## src/rtl/pic_pkg.sv

```systemverilog
// pic_pkg: shared types, constants and helpers for the interrupt acknowledge
// controller.
//   ack_state_e  : acknowledge sequencer states (IDLE, ACK1, GAP, ACK2)
//   OCW2_*       : OCW2 command codes, taken from wdata[7:5] = {R, SL, EOI}
//   highest_pri  : highest-priority set bit of a vector under rotating
//                  priority, where level sp is the lowest priority
package pic_pkg;

  typedef enum logic [1:0] {
    IDLE = 2'd0,
    ACK1 = 2'd1,
    GAP  = 2'd2,
    ACK2 = 2'd3
  } ack_state_e;

  localparam logic [2:0] OCW2_NS_EOI     = 3'b001;
  localparam logic [2:0] OCW2_S_EOI      = 3'b011;
  localparam logic [2:0] OCW2_ROT_NS_EOI = 3'b101;
  localparam logic [2:0] OCW2_ROT_S_EOI  = 3'b111;
  localparam logic [2:0] OCW2_SET_PRI    = 3'b110;

  // Scan from sp+1 upward, wrapping, and return the first set level.
  // The result is only meaningful when vec is non-zero.
  function automatic logic [2:0] highest_pri(input logic [7:0] vec,
                                             input logic [2:0] sp);
    logic [2:0] idx;
    logic       found;
    highest_pri = 3'(sp + 3'd1);
    found       = 1'b0;
    for (int i = 1; i < 9; i++) begin
      idx = 3'(sp + i[2:0]);
      if (!found && vec[idx]) begin
        highest_pri = idx;
        found       = 1'b1;
      end
    end
  endfunction

endpackage

```

## src/rtl/pic_ack_ctrl_if.sv

```systemverilog
// pic_ack_ctrl_if: bundles the CPU-bus, request and resolver signals of the
// acknowledge controller.
//   slave  : the controller (consumes requests/writes, drives registers,
//            int_o and the vector bus)
//   master : the surrounding bus-interface block and priority resolver
interface pic_ack_ctrl_if;
  logic [7:0] ir_in;
  logic       inta_n;
  logic       ocw1_we;
  logic       ocw2_we;
  logic [7:0] wdata;
  logic [4:0] vbase;
  logic       pr_intr;
  logic [2:0] pr_code;
  logic [7:0] irr;
  logic [7:0] imr;
  logic [7:0] isr;
  logic [2:0] sp;
  logic       int_o;
  logic [7:0] dout;
  logic       dout_oe;
  logic       spurious;

  modport slave (
    input  ir_in, inta_n, ocw1_we, ocw2_we, wdata, vbase, pr_intr, pr_code,
    output irr, imr, isr, sp, int_o, dout, dout_oe, spurious
  );

  modport master (
    output ir_in, inta_n, ocw1_we, ocw2_we, wdata, vbase, pr_intr, pr_code,
    input  irr, imr, isr, sp, int_o, dout, dout_oe, spurious
  );
endinterface

```

## src/rtl/pic_inta_sync.sv

```systemverilog
// pic_inta_sync: brings the asynchronous inta_n pin into the clk domain and
// produces one-cycle fall/rise pulses, SYNC_STAGES+1 cycles after the pin
// edge.
//   clk, rst_n : clock, asynchronous active-low reset
//   inta_n     : raw acknowledge strobe (active-low, asynchronous)
//   fall, rise : registered single-cycle edge pulses
module pic_inta_sync #(
  parameter int SYNC_STAGES = 2
) (
  input  logic clk,
  input  logic rst_n,
  input  logic inta_n,
  output logic fall,
  output logic rise
);

  logic [SYNC_STAGES-1:0] sync_q, sync_d;
  logic prev_q, prev_d;
  logic fall_q, fall_d;
  logic rise_q, rise_d;

  // Flops reset to 1 so that releasing reset with inta_n idle-high
  // never produces a phantom edge.
  always_comb begin
    sync_d = {sync_q[SYNC_STAGES-2:0], inta_n};
    prev_d = sync_q[SYNC_STAGES-1];
    fall_d = prev_q & ~sync_q[SYNC_STAGES-1];
    rise_d = ~prev_q & sync_q[SYNC_STAGES-1];
  end

  always_ff @(posedge clk or negedge rst_n) begin
    if (!rst_n) begin
      sync_q <= '1;
      prev_q <= 1'b1;
      fall_q <= 1'b0;
      rise_q <= 1'b0;
    end else begin
      sync_q <= sync_d;
      prev_q <= prev_d;
      fall_q <= fall_d;
      rise_q <= rise_d;
    end
  end

  assign fall = fall_q;
  assign rise = rise_q;

endmodule

```

## src/rtl/pic_ack_ctrl.sv

```systemverilog
// pic_ack_ctrl: sequencing controller of an 8259A-style interrupt core.
// Holds IRR/IMR/ISR and the rotating-priority pointer, runs the two-pulse
// INTA acknowledge and decodes OCW1/OCW2 writes.
//   clk, rst_n : clock, asynchronous active-low reset
//   bus        : pic_ack_ctrl_if.slave (requests, CPU writes, INTA, vector
//                bus, resolver inputs and register outputs)
module pic_ack_ctrl
  import pic_pkg::*;
#(
  parameter int SYNC_STAGES = 2,
  parameter int LEVEL_TRIG  = 0,
  parameter int AEOI        = 0
) (
  input  logic           clk,
  input  logic           rst_n,
  pic_ack_ctrl_if.slave  bus
);

  logic inta_fall, inta_rise;

  pic_inta_sync #(.SYNC_STAGES(SYNC_STAGES)) u_inta_sync (
    .clk    (clk),
    .rst_n  (rst_n),
    .inta_n (bus.inta_n),
    .fall   (inta_fall),
    .rise   (inta_rise)
  );

  ack_state_e state_q, state_d;
  logic [7:0] irr_q, irr_d;
  logic [7:0] ir_prev_q, ir_prev_d;
  logic [7:0] imr_q, imr_d;
  logic [7:0] isr_q, isr_d;
  logic [2:0] sp_q, sp_d;
  logic [2:0] code_q, code_d;
  logic       spur_cycle_q, spur_cycle_d;
  logic       int_o_q, int_o_d;
  logic [7:0] dout_q, dout_d;
  logic       dout_oe_q, dout_oe_d;
  logic       spurious_q, spurious_d;

  logic [7:0] irr_clr, isr_set, isr_clr;
  logic [2:0] ns_lvl;

  // Acknowledge sequencer, OCW decode and register next-state. Sets and
  // clears are collected as masks so that set wins on a same-cycle clash.
  always_comb begin
    state_d      = state_q;
    imr_d        = imr_q;
    sp_d         = sp_q;
    code_d       = code_q;
    spur_cycle_d = spur_cycle_q;
    int_o_d      = 1'b0;
    dout_d       = dout_q;
    dout_oe_d    = dout_oe_q;
    spurious_d   = 1'b0;
    irr_clr      = '0;
    isr_set      = '0;
    isr_clr      = '0;
    ns_lvl       = highest_pri(isr_q, sp_q);

    case (state_q)
      IDLE: begin
        int_o_d = bus.pr_intr;
        if (inta_fall) begin
          state_d = ACK1;
          int_o_d = 1'b0;
          if (bus.pr_intr) begin
            code_d            = bus.pr_code;
            isr_set[bus.pr_code] = 1'b1;
            irr_clr[bus.pr_code] = 1'b1;
            spur_cycle_d      = 1'b0;
          end else begin
            // Request withdrew before the acknowledge: hand out IR7.
            code_d       = 3'd7;
            spurious_d   = 1'b1;
            spur_cycle_d = 1'b1;
          end
        end
      end
      ACK1: begin
        if (inta_rise) state_d = GAP;
      end
      GAP: begin
        if (inta_fall) begin
          state_d   = ACK2;
          dout_d    = {bus.vbase, code_q};
          dout_oe_d = 1'b1;
        end
      end
      ACK2: begin
        if (inta_rise) begin
          state_d   = IDLE;
          dout_d    = '0;
          dout_oe_d = 1'b0;
          if (AEOI != 0 && !spur_cycle_q) isr_clr[code_q] = 1'b1;
        end
      end
      default: state_d = IDLE;
    endcase

    if (bus.ocw1_we) imr_d = bus.wdata;

    if (bus.ocw2_we) begin
      case (bus.wdata[7:5])
        OCW2_NS_EOI: begin
          if (|isr_q) isr_clr[ns_lvl] = 1'b1;
        end
        OCW2_S_EOI: isr_clr[bus.wdata[2:0]] = 1'b1;
        OCW2_ROT_NS_EOI: begin
          if (|isr_q) begin
            isr_clr[ns_lvl] = 1'b1;
            sp_d            = ns_lvl;
          end
        end
        OCW2_ROT_S_EOI: begin
          isr_clr[bus.wdata[2:0]] = 1'b1;
          sp_d                    = bus.wdata[2:0];
        end
        OCW2_SET_PRI: sp_d = bus.wdata[2:0];
        default: ;
      endcase
    end

    isr_d     = (isr_q & ~isr_clr) | isr_set;
    ir_prev_d = bus.ir_in;
    if (LEVEL_TRIG != 0) irr_d = bus.ir_in & ~irr_clr;
    else                 irr_d = (irr_q & ~irr_clr) | (bus.ir_in & ~ir_prev_q);
  end

  always_ff @(posedge clk or negedge rst_n) begin
    if (!rst_n) begin
      state_q      <= IDLE;
      irr_q        <= '0;
      ir_prev_q    <= '0;
      imr_q        <= 8'hFF;
      isr_q        <= '0;
      sp_q         <= 3'd7;
      code_q       <= '0;
      spur_cycle_q <= 1'b0;
      int_o_q      <= 1'b0;
      dout_q       <= '0;
      dout_oe_q    <= 1'b0;
      spurious_q   <= 1'b0;
    end else begin
      state_q      <= state_d;
      irr_q        <= irr_d;
      ir_prev_q    <= ir_prev_d;
      imr_q        <= imr_d;
      isr_q        <= isr_d;
      sp_q         <= sp_d;
      code_q       <= code_d;
      spur_cycle_q <= spur_cycle_d;
      int_o_q      <= int_o_d;
      dout_q       <= dout_d;
      dout_oe_q    <= dout_oe_d;
      spurious_q   <= spurious_d;
    end
  end

  assign bus.irr      = irr_q;
  assign bus.imr      = imr_q;
  assign bus.isr      = isr_q;
  assign bus.sp       = sp_q;
  assign bus.int_o    = int_o_q;
  assign bus.dout     = dout_q;
  assign bus.dout_oe  = dout_oe_q;
  assign bus.spurious = spurious_q;

endmodule

```

## src/flat_wrapper.sv

```systemverilog
// flat-port wrapper written by rule: the top's interface ports become plain ports
module pic_ack_ctrl_flat import pic_pkg::*;
#(
  parameter int SYNC_STAGES = 2,
  parameter int LEVEL_TRIG  = 0,
  parameter int AEOI        = 0
)
  (clk, rst_n, bus_ir_in, bus_inta_n, bus_ocw1_we, bus_ocw2_we, bus_wdata, bus_vbase, bus_pr_intr, bus_pr_code, bus_irr, bus_imr, bus_isr, bus_sp, bus_int_o, bus_dout, bus_dout_oe, bus_spurious);
  pic_ack_ctrl_if bus_i ();
  input  logic clk;
  input  logic rst_n;
  input wire logic [$bits(bus_i.ir_in)-1:0] bus_ir_in;
  input wire logic [$bits(bus_i.inta_n)-1:0] bus_inta_n;
  input wire logic [$bits(bus_i.ocw1_we)-1:0] bus_ocw1_we;
  input wire logic [$bits(bus_i.ocw2_we)-1:0] bus_ocw2_we;
  input wire logic [$bits(bus_i.wdata)-1:0] bus_wdata;
  input wire logic [$bits(bus_i.vbase)-1:0] bus_vbase;
  input wire logic [$bits(bus_i.pr_intr)-1:0] bus_pr_intr;
  input wire logic [$bits(bus_i.pr_code)-1:0] bus_pr_code;
  output wire logic [$bits(bus_i.irr)-1:0] bus_irr;
  output wire logic [$bits(bus_i.imr)-1:0] bus_imr;
  output wire logic [$bits(bus_i.isr)-1:0] bus_isr;
  output wire logic [$bits(bus_i.sp)-1:0] bus_sp;
  output wire logic [$bits(bus_i.int_o)-1:0] bus_int_o;
  output wire logic [$bits(bus_i.dout)-1:0] bus_dout;
  output wire logic [$bits(bus_i.dout_oe)-1:0] bus_dout_oe;
  output wire logic [$bits(bus_i.spurious)-1:0] bus_spurious;
  assign bus_i.ir_in = bus_ir_in;
  assign bus_i.inta_n = bus_inta_n;
  assign bus_i.ocw1_we = bus_ocw1_we;
  assign bus_i.ocw2_we = bus_ocw2_we;
  assign bus_i.wdata = bus_wdata;
  assign bus_i.vbase = bus_vbase;
  assign bus_i.pr_intr = bus_pr_intr;
  assign bus_i.pr_code = bus_pr_code;
  assign bus_irr = bus_i.irr;
  assign bus_imr = bus_i.imr;
  assign bus_isr = bus_i.isr;
  assign bus_sp = bus_i.sp;
  assign bus_int_o = bus_i.int_o;
  assign bus_dout = bus_i.dout;
  assign bus_dout_oe = bus_i.dout_oe;
  assign bus_spurious = bus_i.spurious;
  pic_ack_ctrl #(.SYNC_STAGES(SYNC_STAGES), .LEVEL_TRIG(LEVEL_TRIG), .AEOI(AEOI)) u_core (.clk(clk), .rst_n(rst_n), .bus(bus_i));
endmodule
```

## config.mk

```make
export PLATFORM = sky130hd
export DESIGN_NAME = pic_ack_ctrl_flat
export DESIGN_NICKNAME = d
export VERILOG_FILES = /design/src/rtl/pic_pkg.sv /design/src/rtl/pic_ack_ctrl_if.sv /design/src/rtl/pic_inta_sync.sv /design/src/rtl/pic_ack_ctrl.sv /design/src/flat_wrapper.sv
export SDC_FILE = /design/constraint.sdc
export NUM_CORES = 1
export LEC_CHECK = 0
export BUFFER_PORTS_ARGS = -buffer_cell sky130_fd_sc_hd__clkbuf_2
export CAP_MARGIN = 10
export CORE_MARGIN = 5
export CORE_UTILIZATION = 39
export CTS_CLUSTER_DIAMETER = 200
export CTS_CLUSTER_SIZE = 24
export DETAILED_ROUTE_END_ITERATION = 12
export GPL_TIMING_DRIVEN = 0
export SYNTH_ARGS = -nofsm -noshare
export SYNTH_HDL_FRONTEND = slang
export SYNTH_SLANG_ARGS = --single-unit
```

## constraint.sdc

```tcl
create_clock -name clk -period 5.9 [get_ports clk]
set_input_delay 0 -clock clk [delete_from_list [all_inputs] [get_ports clk]]
set_output_delay 0 -clock clk [all_outputs]
set_load 0.1 [all_outputs]
```

==> results.sh <==
export IMPL_yosysUniqueCellTypes=61
export IMPL_clock_latency_ns=0.30
export IMPL_synth_most_common_cell="dfrtp_1"
export IMPL_netlist_area_leader_share_pct=31.9
export IMPL_finalClockSkew_ns=0.0155
export IMPL_ioPinCount=68
export IMPL_synth_seq_cells=56
export IMPL_rsz0062_at_grt="no"
export IMPL_cp_max_fo=10
export IMPL_drc_errors=0
export IMPL_cp_start_kind="flop"
export IMPL_multi_input_area_mm2=0.00170
export IMPL_grt_pass1_wl_mm=13.9
export IMPL_seq_area_mm2=0.00142
export IMPL_worst_path_largest_cell_delay_ns=0.60
export IMPL_critPathSlowestCell="dfstp_2"
export IMPL_firstDrtPassIters=4
export IMPL_report_final_slew_viol_count=0
export IMPL_rrSetupSlack_ns=0.78
export IMPL_die_w_um=102
export IMPL_crit_end="u_core.bus.isr[4]"
export IMPL_ctsResizeCount=0
export IMPL_syn_area_per_cell_um2=9.98
export IMPL_cts_clk_slew_worst_paths_ns=0.11
export IMPL_cts_root_buf="clkbuf_8"
export IMPL_cts_buffers_inserted=5
export IMPL_synthTopCellsByArea="dfrtp_1 (32%), dfstp_2 (11%), mux2_2 (6.5%)"
export IMPL_min_path_type="primary input to flop"
export IMPL_finalCritPeriodShare_pct=86.8
export IMPL_max_cap_violations=0
export IMPL_setup_viol=0
export IMPL_core_area_mm2=0.00822
export IMPL_tightest_slew_ns=0.698
export IMPL_cts_tree="built"
export IMPL_drive_gt1_share_pct=29.7
export IMPL_gp_congestion=0.845
export IMPL_yosysWarnings=0
export IMPL_synth_common_cells="dfrtp_1 (42), nand2_1 (32), inv_1 (29)"
export IMPL_grt_max_degree=32
export IMPL_place_hpwl_mm=6.12
export IMPL_n_fill_cell=796
export IMPL_dieArea_mm2=0.0104
export IMPL_yosysSeqAreaShare_pct=43.1
export IMPL_synth_cell_area_mm2=0.00329
export IMPL_htreeDepth=2
export IMPL_grt_antenna_before_repair=0
export IMPL_clock_sinks=56
export IMPL_avgViaCountPerCell=5.22
export IMPL_fmax_mhz=195
export IMPL_overflow=0
export IMPL_wl_mm=8.21
export IMPL_synth_top_area_cell="dfrtp_1"
export IMPL_hold_viol_final=0
export IMPL_fin_crit_ns=5.12
export IMPL_hold_buffers=23
export IMPL_portBuffers=66
export IMPL_syn_nets=366
export IMPL_synth_async_reset_ratio_pct=100
export IMPL_finalSetupTns_ns=0
export IMPL_wl_per_cell_um=15.4
export IMPL_synth_flop_cell="dfrtp_1"
export IMPL_fp_dieH_um=102
export IMPL_area_growth_syn_to_layout_pct=24.6
export IMPL_nNetsFinal=463
export IMPL_ant_nets=0
export IMPL_start_util_pct=40.1
export IMPL_cp_arrival_ns=5.29
export IMPL_grt_pass1_vias=2775
export IMPL_fin_hold_ws_ns=0.0102
export IMPL_startpoint="u_core.bus.sp[1]"
export IMPL_r2r_end="u_core.bus.isr[4]"
export IMPL_r2r_start="u_core.bus.sp[1]"
export IMPL_diodes=0
export IMPL_cp_cell_sequence="buf_1 > clkbuf_1 > inv_1 > ha_1 > buf_6 > mux2_2 > mux4_2 > or4b_4 > or4_4 > and3_4 > a31oi_4 > nor4b_1 > o21ai_1"
export IMPL_relSlewSlack_pct=53.5
export IMPL_synth_edf_count=0
export IMPL_post_cts_buffers=0
export IMPL_grt_usage_pct=16.6
export IMPL_crit_path_end_kind="flop"
export IMPL_first_iter_violations=149
export IMPL_cts_max_path_buffers=2
export IMPL_synthCells=330
export IMPL_post_route_util_pct=49.9
export IMPL_ff2ff_path_depth=13
export IMPL_vias=2780
export IMPL_outcome="finished, final reports clean"
export IMPL_critPathKind="flop to flop"
export IMPL_crit_required_ns=6.07
export IMPL_num_rows=33
area by class of cell:
cell class,count,share of cell area (%)
repair buffers,90,14.2
clock inverters,2,0.336
clock buffers,6,2.01
plain buffers,14,1.56
flip-flops and latches,56,34.6
multi-input cells,230,41.4
inverters,30,2.75
well taps,105,3.20
layout by cell type (no fill, tap or decap), drive strengths merged, types with 3 or more instances in the layout:
| cell type | netlist | routed |
|---|---|---|
| clkbuf | 9 | 81 |
| dfrtp | 42 | 42 |
| o21ai | 33 | 33 |
| nand2 | 32 | 32 |
| inv | 29 | 30 |
| dlygate4sd3 | 0 | 23 |
| nor2 | 21 | 21 |
| mux2 | 19 | 19 |
| dfstp | 14 | 14 |
| nand3b | 10 | 10 |
| nand3 | 9 | 9 |
| mux4 | 9 | 9 |
| mux2i | 7 | 7 |
| a21oi | 7 | 7 |
| nor2b | 6 | 6 |
| ha | 6 | 6 |
| buf | 5 | 6 |
| and2 | 5 | 5 |
| xnor2 | 5 | 5 |
| a211oi | 4 | 4 |
| nand2b | 3 | 3 |
| a211o | 3 | 3 |
| nor3 | 3 | 3 |
| or2 | 3 | 3 |
| or4 | 3 | 3 |
| and3 | 3 | 3 |
| a31oi | 3 | 3 |
registers in the layout (all words and copies together) (netlist names):
signal	count
u_core.ir_prev_q	8
u_core.u_inta_sync.prev_q	1
u_core.u_inta_sync.fall	1
u_core.bus.int_o	1
u_core.u_inta_sync.sync_q	2
u_core.u_inta_sync.rise	1
u_core.bus.dout	8
u_core.bus.isr	8
u_core.bus.sp	3
u_core.bus.irr	8
u_core.bus.dout_oe	1
u_core.bus.imr	8
u_core.bus.spurious	1
u_core.code_q	3
u_core.state_q	2
critical path: cells and delay by family, from the launching register on:
kind                       cells  cell delay [ns]
buffers and inverters          4             1.09
and+or+nand+nor                4             1.64
muxes                          2             0.94
adders and majority gates      1             0.32
AOI/OAI and AO/OA              2             0.40
DFF                            1             0.60
layer usage:
layer | part of all wire [%] | GRT usage, %
met1 | 45 | 23.1
met2 | 50 | 27.6
met3 | 3.8 | 2.18
met4 | 0.83 | 3.83
met5 | 0 | 0
worst min-delay path by stage:
stage / slack (ns) / depth (start not counted) / startpoint / end
after global placement: 0.09 / 1 / bus_inta_n / u_core.u_inta_sync.sync_q[0]
final: 0.01 / 3 / bus_pr_code[0] / u_core.code_q[0]
after CTS: 0.004 / 3 / bus_pr_code[0] / u_core.code_q[0]
after global routing: 0.02 / 2 / bus_wdata[5] / u_core.bus.imr[5]
after detailed placement: 0.07 / 1 / rst_n / u_core.ir_prev_q[6]
after floorplan: -0.30 / 0 / rst_n / u_core.bus.dout[0]
cell families (layout without fill, tap and decap cells):
| group | Yosys count | count (layout) | share of synthesized area, % |
|---|---|---|---|
| simple gates | 108 | 108 | 17.5 |
| fa+ha+maj | 6 | 6 | 2.28 |
| buf+inv | 44 | 142 | 5.36 |
| compound gates | 74 | 74 | 14.9 |
| flops | 56 | 56 | 43.1 |
| mux | 35 | 35 | 15.0 |
| xor+xnor | 7 | 7 | 1.86 |
metrics by stage:
stage,instances,setup slack [ns],instance area [µm²]
6_report,533,0.780,4100
3_5_place_dp,502,0.854,3770
3_3_place_gp,501,0.859,3750
4_1_cts,533,0.803,4100
5_1_grt,533,0.504,4100
2_1_floorplan,330,0.998,3290
Power is not shown: default switching activity piles up to over one toggle a cycle in this logic, so the estimate is an artifact.
